File: src/rtl/hwpe_ctrl_reqrsp_arbiter.sv
// Round-robin arbiter sharing one reqrsp HWPE control slave between N_REQ cores,
// with one access in flight and a PUSH..TRIGGER/SOFTCLR ownership lock.
package hwpe_ctrl_reqrsp_pkg;
    typedef struct packed {
        logic [31:0] q_addr;
        logic        q_write;
        logic [31:0] q_data;
        logic        q_valid;
        logic        p_ready;
    } reqrsp_req_t;

    typedef struct packed {
        logic        q_ready;
        logic [31:0] p_data;
        logic        p_valid;
    } reqrsp_rsp_t;
endpackage

module hwpe_ctrl_reqrsp_arbiter #(
    parameter int unsigned N_REQ = 2,
    parameter type reqrsp_req_t = hwpe_ctrl_reqrsp_pkg::reqrsp_req_t,
    parameter type reqrsp_rsp_t = hwpe_ctrl_reqrsp_pkg::reqrsp_rsp_t,
    localparam int unsigned OW = (N_REQ > 1) ? $clog2(N_REQ) : 1
) (
    input  logic          clk_i,
    input  logic          rst_i,
    input  reqrsp_req_t   req_i [N_REQ],
    output reqrsp_rsp_t   rsp_o [N_REQ],
    output reqrsp_req_t   mst_req_o,
    input  reqrsp_rsp_t   mst_rsp_i,
    output logic          locked_o,
    output logic [OW-1:0] owner_o
);

    localparam logic [2:0]    OFF_TRIGGER = 3'd0;
    localparam logic [2:0]    OFF_SOFTCLR = 3'd3;
    localparam logic [2:0]    OFF_PUSH    = 3'd4;
    localparam logic [OW:0]   N_W         = (OW+1)'(N_REQ);
    localparam logic [OW-1:0] LAST_IDX    = OW'(N_REQ - 1);

    typedef enum logic [1:0] {S_IDLE, S_ISSUE, S_WAIT_RSP, S_RESP} state_e;

    state_e        r_state, w_state_nxt;
    logic [OW-1:0] r_sel, w_sel_nxt;
    logic [OW-1:0] r_rr, w_rr_nxt;
    logic          r_lock, w_lock_nxt;
    logic [OW-1:0] r_owner, w_owner_nxt;
    logic [31:0]   r_buf, w_buf_nxt;

    logic [N_REQ-1:0] w_elig;
    logic [OW:0]      w_sum, w_idx;
    logic             w_found, w_hit;
    logic [OW-1:0]    w_win;
    logic [2:0]       w_off;

    // STATUS, JOBID and the unused offsets 6/7 never touch the parameter stream
    function automatic logic is_query(input logic [2:0] off);
        return (off == 3'd1) || (off == 3'd2) || (off == 3'd6) || (off == 3'd7);
    endfunction

    // Eligibility and round-robin search starting at r_rr
    always_comb begin
        w_found = 1'b0;
        w_win   = '0;
        w_sum   = '0;
        w_idx   = '0;
        w_hit   = 1'b0;
        for (int i = 0; i < N_REQ; i++) begin
            w_elig[i] = req_i[i].q_valid &&
                        (!r_lock || (OW'(i) == r_owner) || is_query(req_i[i].q_addr[4:2]));
        end
        for (int k = 0; k < N_REQ; k++) begin
            w_sum   = {1'b0, r_rr} + (OW+1)'(k);
            w_idx   = (w_sum >= N_W) ? (w_sum - N_W) : w_sum;
            w_hit   = !w_found && w_elig[w_idx[OW-1:0]];
            w_win   = w_hit ? w_idx[OW-1:0] : w_win;
            w_found = w_found || w_hit;
        end
    end

    // Next-state, lock update and output steering
    always_comb begin
        w_state_nxt = r_state;
        w_sel_nxt   = r_sel;
        w_rr_nxt    = r_rr;
        w_lock_nxt  = r_lock;
        w_owner_nxt = r_owner;
        w_buf_nxt   = r_buf;
        mst_req_o   = '0;
        for (int i = 0; i < N_REQ; i++) begin
            rsp_o[i] = '0;
        end
        w_off = req_i[r_sel].q_addr[4:2];

        case (r_state)
            S_IDLE: begin
                if (w_found) begin
                    w_sel_nxt   = w_win;
                    w_rr_nxt    = (w_win == LAST_IDX) ? '0 : w_win + OW'(1);
                    w_state_nxt = S_ISSUE;
                end else begin
                    w_state_nxt = S_IDLE;
                end
            end
            S_ISSUE: begin
                mst_req_o               = req_i[r_sel];
                mst_req_o.p_ready       = 1'b0;
                rsp_o[r_sel].q_ready    = mst_rsp_i.q_ready;
                if (!req_i[r_sel].q_valid) begin
                    w_state_nxt = S_IDLE;
                end else if (mst_rsp_i.q_ready && req_i[r_sel].q_write) begin
                    w_state_nxt = S_IDLE;
                    if ((w_off == OFF_PUSH) && !r_lock) begin
                        w_lock_nxt  = 1'b1;
                        w_owner_nxt = r_sel;
                    end else if (((w_off == OFF_TRIGGER) || (w_off == OFF_SOFTCLR)) &&
                                 r_lock && (r_sel == r_owner)) begin
                        w_lock_nxt = 1'b0;
                    end else begin
                        w_lock_nxt = r_lock;
                    end
                end else if (mst_rsp_i.q_ready) begin
                    w_state_nxt = S_WAIT_RSP;
                end else begin
                    w_state_nxt = S_ISSUE;
                end
            end
            S_WAIT_RSP: begin
                mst_req_o.p_ready = 1'b1;
                if (mst_rsp_i.p_valid) begin
                    w_buf_nxt   = mst_rsp_i.p_data;
                    w_state_nxt = S_RESP;
                end else begin
                    w_state_nxt = S_WAIT_RSP;
                end
            end
            S_RESP: begin
                rsp_o[r_sel].p_valid = 1'b1;
                rsp_o[r_sel].p_data  = r_buf;
                if (req_i[r_sel].p_ready) begin
                    w_state_nxt = S_IDLE;
                end else begin
                    w_state_nxt = S_RESP;
                end
            end
            default: begin
                w_state_nxt = S_IDLE;
            end
        endcase
    end

    // State registers; reset abandons any in-flight access and drops the lock
    always_ff @(posedge clk_i) begin
        if (rst_i) begin
            r_state <= S_IDLE;
            r_sel   <= '0;
            r_rr    <= '0;
            r_lock  <= 1'b0;
            r_owner <= '0;
            r_buf   <= '0;
        end else begin
            r_state <= w_state_nxt;
            r_sel   <= w_sel_nxt;
            r_rr    <= w_rr_nxt;
            r_lock  <= w_lock_nxt;
            r_owner <= w_owner_nxt;
            r_buf   <= w_buf_nxt;
        end
    end

    assign locked_o = r_lock;
    assign owner_o  = r_owner;

endmodule

File: config.mk
export PLATFORM = sky130hd
export DESIGN_NAME = hwpe_ctrl_reqrsp_arbiter
export DESIGN_NICKNAME = d
export VERILOG_FILES = /design/src/rtl/hwpe_ctrl_reqrsp_arbiter.sv
export SDC_FILE = /design/constraint.sdc
export NUM_CORES = 1
export LEC_CHECK = 0
export ABC_CLOCK_PERIOD_IN_PS = 1500
export CAP_MARGIN = 20
export CORE_AREA = 2 2 119 121
export DETAILED_ROUTE_END_ITERATION = 16
export DIE_AREA = 0 0 121 123
export PLACE_DENSITY = 0.69
export SETUP_SLACK_MARGIN = 0.3
export SYNTH_ARGS = -nofsm -noshare
export SYNTH_HDL_FRONTEND = slang
export SYNTH_SLANG_ARGS = --single-unit
File: constraint.sdc
create_clock -name clk_i -period 1.5 [get_ports clk_i]
set_clock_uncertainty 0.15 [all_clocks]
set_input_delay 0.15 -clock clk_i [delete_from_list [all_inputs] [get_ports clk_i]]
set_output_delay 0.15 -clock clk_i [all_outputs]
set_load 0.02 [all_outputs]
==> metrics, run 1 <==
PortBufs 306; synthesized netlist cell count 414; RSZ-0062 raised after global routing yes; critical path class reg2out; CTS Hold Bufs 0; CP arrival 1570 ps; Internal Power 3.90 mW; Boundary Pins 307; Buf/Inv on CP 5; worst-path fanout max 7; gr usage total 0.196; die width 121 um; Peak VDD IR 0.000566 V; xor and xnor area share after synthesis 0.0117; wire length per cell 19.0 um; min-delay worst type in2reg; RR Endpoint r_state[0]$_SDFF_PP0_; CP startpoint r_sel$_SDFFE_PP0P_; Hold Crit Start mst_rsp_i[24]; Max Freq 534 MHz; part of the power in combinational logic 0.606; Crit. path cell count 7; TritonCTS clock tree yes; setup ws final -372 ps; die height 123 um; post-synthesis sequential area ratio 0.253; Switch Pwr 2.24 mW; first-pass GRT wire length 22700 um; Required @ worst endpoint 1200 ps; cts bufs inserted 5; RD Place Congestion 0.817; Fill cells 1066; Fin. Hold Viols 0; max-cap violations 0; Worst R2R Path Depth 7; drt first pass iters 4; worst slew pin tran 227 ps; CTS sink count 38; FF-to-FF setup slack -330 ps; H-tree depth 2; Main synth FF type dfxtp_1; largest family of logic cells by synthesized area simple AND/OR/NAND/NOR gates; Worst-Skew Late Latency 280 ps; via count 4456; GR Util met1 0.210; CP top delay family buffers and inverters; total die area 14900 um2; vias in the first global route 4290; ratio of cells with drive above 1 in the final layout 0.610; Tmin final 1870 ps; Max Slew Vio Count 0; Overflow after GRT 0; Unique masters post-synth 34; Seq pwr share 0.189; Worst Setup Start Kind register; failing checks setup timing; PD cells 706 nW/um2; largest net degree at the start of global routing 37; status finished with violations; leakage power 3.61 nW; pre-CTS setup slack -391 ps; via density per instance 4.60; Post-synth ARST share 0; Reg clk slew, reported paths 60 ps; Worst Setup EP mst_req_o[45]; DRC viols 0; met3 usage 0.0447; root buffer cell clkbuf_16; busiest grt layer met2; Sw Share 0.364; Final setup viols 138; Post-synth EDFFs 0; Ys Warns 0; dpl hpwl 11700 um; Cell Count, Final, Fillers Out 968; Synth Area in Compound Gates 0.0916; DP Cell Count 900; Antenna Cells 0; syn_nets 584; Critical-path top delay cell dfxtp_4; DRT iter0 DRCs 154; max_slew headroom 0.847; Placement Rows 43; synthesis-to-finish area growth 189%; final wirelength 18400 um; Syn Area/Cell 7.26 um2; met2 Resource Use GR 0.380; Core ar. 13600 um2; clock power share 0.205; Layout Nets 957; post-synthesis adder-cell area fraction 0; Post-DRT Antenna Nets 0; mapped cell area 3000 um2; Longest Clk Path Bufs 2; Setup TNS -38210 ps; reg2reg start r_sel$_SDFFE_PP0P_; simple logic cell fraction of the synthesized area 0.346; Most Frequent Cell on Critical Path buf_12; crit share post-route 1.25; multiplexer share of the synthesized area 0.222; Seq cells post-synth 38; CP endpoint kind primary output; Critical Path, Cell by Cell buf_12, buf_16, buf_8, buf_12, mux2i_4, nor2_2, buf_6; initial antenna violation count 0; Starting Density 0.221; Slowest Stage Delay on Critical Path 390 ps
[layer usage]
layer,routed length [um],up-vias
met5,0,-
met4,531,0
met3,1030,34
met2,10200,200
met1,6720,2114
li1,-,2108
[sequential cells by signal (all words and copies together), names as in the netlist, named ones only]
signal	cells
locked_o	1
r_sel	1
r_state	2
r_buf	32
owner_o	1
[Yosys cell counts (all sizes together), types with 2 or more instances]
master	count	area share
a31oi	2	0.0042
dfxtp	38	0.25
clkbuf	13	0.016
and2	65	0.14
mux2i	66	0.22
nor2	71	0.089
buf	22	0.054
o22ai	2	0.0042
nor2b	2	0.0067
nand2	67	0.084
xor2	2	0.0058
nor3	4	0.010
xnor2	2	0.0058
inv	4	0.0050
a21oi	36	0.060
nand2b	4	0.0083
and3	2	0.0042
[metrics by stage]
stage                     hold WS, ps  instance area (um2)   util  total power, mW
after floorplan                   136                 3480      -             2.63
after global routing              291                 8690  0.638             6.41
after detailed placement          310                 6900  0.507             4.01
after CTS                         262                 7580  0.557             5.53
final                             278                 8690  0.638             6.14
after global placement            305                 6900  0.507             3.97
[cell type report]
| type | count | area (um2) | area share |
|---|---|---|---|
| Timing Repair Buffer | 401 | 4480 | 0.516 |
| Multi-Input combinational cell | 337 | 3010 | 0.346 |
| Sequential cell | 38 | 777 | 0.0894 |
| Tap cell | 180 | 225 | 0.0259 |
| Clock buffer | 7 | 175 | 0.0202 |
| Inverter | 4 | 15.0 | 0.00173 |
| Clock inverter | 1 | 8.76 | 0.00101 |
[power by group through the flow]
stage / Clock (mW) / Sequential, mW / Combinational [mW]
final: 1.26 / 1.16 / 3.72
after global routing: 1.34 / 1.17 / 3.90
after CTS: 1.30 / 1.14 / 3.09
after detailed placement: 0 / 1.16 / 2.85
after global placement: 0 / 1.15 / 2.82
after floorplan: 0 / 1.13 / 1.50
[cells by family (layout without fill, tap and decap cells)]
logic type / after synthesis / count (layout)
AND/OR/NAND/NOR: 219 / 219
multiplexers: 66 / 66
AO/OA/AOI/OAI: 48 / 48
buffers and inverters: 39 / 413
flip-flops: 38 / 38
XOR/XNOR: 4 / 4
[worst register-to-register path, stage by stage, from the launching register on]
cell and delay, ps:
dfxtp_4 390, and3_4 250, buf_12 150, clkbuf_16 150
buf_4 140, a22o_4 260, nor3_2 140, o22ai_1 90
[placed cells by master, fill, tap and decap left out, types with 3 or more instances in the layout]
cell type | netlist | final
buf_12 | 0 | 20
nand2_4 | 0 | 29
and2_4 | 0 | 65
clkdlybuf4s50_1 | 0 | 163
nand2_1 | 67 | 32
buf_2 | 10 | 18
nand2_2 | 0 | 5
buf_8 | 0 | 5
clkbuf_16 | 0 | 15
nor2_4 | 0 | 5
buf_4 | 6 | 34
dfxtp_1 | 38 | 33
buf_16 | 0 | 8
nor2_1 | 71 | 7
mux2i_2 | 2 | 16
inv_1 | 4 | 3
a21oi_1 | 36 | 6
buf_6 | 6 | 126
mux2i_4 | 0 | 11
a21oi_2 | 0 | 29
dfxtp_4 | 0 | 4
dlygate4sd2_1 | 0 | 6
mux2i_1 | 64 | 39
clkdlybuf4s15_2 | 0 | 11
nor2_2 | 0 | 59
nand2b_4 | 0 | 4
[what timing repair did]
action / CTS / global route
buffers inserted: 27 / 15
cloned: 7 / 11
setup endpoints to repair: 175 / 173
resized for setup: 667 / 271
pin swaps: 12 / 64
[how the worst min path moves through the flow]
stage / cells after the start / to / slack (ps)
final: 3 / r_buf[23]$_SDFFE_PP0P_ / 280
after global routing: 3 / r_buf[21]$_SDFFE_PP0P_ / 290
after CTS: 3 / r_buf[30]$_SDFFE_PP0P_ / 260
after detailed placement: 2 / r_buf[6]$_SDFFE_PP0P_ / 310
after global placement: 2 / r_buf[6]$_SDFFE_PP0P_ / 300
after floorplan: 2 / r_buf[16]$_SDFFE_PP0P_ / 140
Power figures use the tool's default switching activity.
==> inputs of run 2 (changes only) <==
--- a/config.mk
+++ b/config.mk
@@ -8,6 +8,7 @@
 export ABC_CLOCK_PERIOD_IN_PS = 1500
 export CAP_MARGIN = 20
 export CORE_AREA = 2 2 119 121
+export CTS_CLUSTER_DIAMETER = 150
 export DETAILED_ROUTE_END_ITERATION = 16
 export DIE_AREA = 0 0 121 123
 export PLACE_DENSITY = 0.69
==> results of run 2 <==
No change in the layout: final DEF, timing and power equal those of run 1.
==> inputs of run 3 (changes only) <==
--- a/config.mk
+++ b/config.mk
@@ -13,6 +13,7 @@
 export DIE_AREA = 0 0 121 123
 export PLACE_DENSITY = 0.69
 export SETUP_SLACK_MARGIN = 0.3
+export SLEW_MARGIN = 20
 export SYNTH_ARGS = -nofsm -noshare
 export SYNTH_HDL_FRONTEND = slang
 export SYNTH_SLANG_ARGS = --single-unit
==> results of run 3 <==
No change in the layout: final DEF, timing and power equal those of run 1.
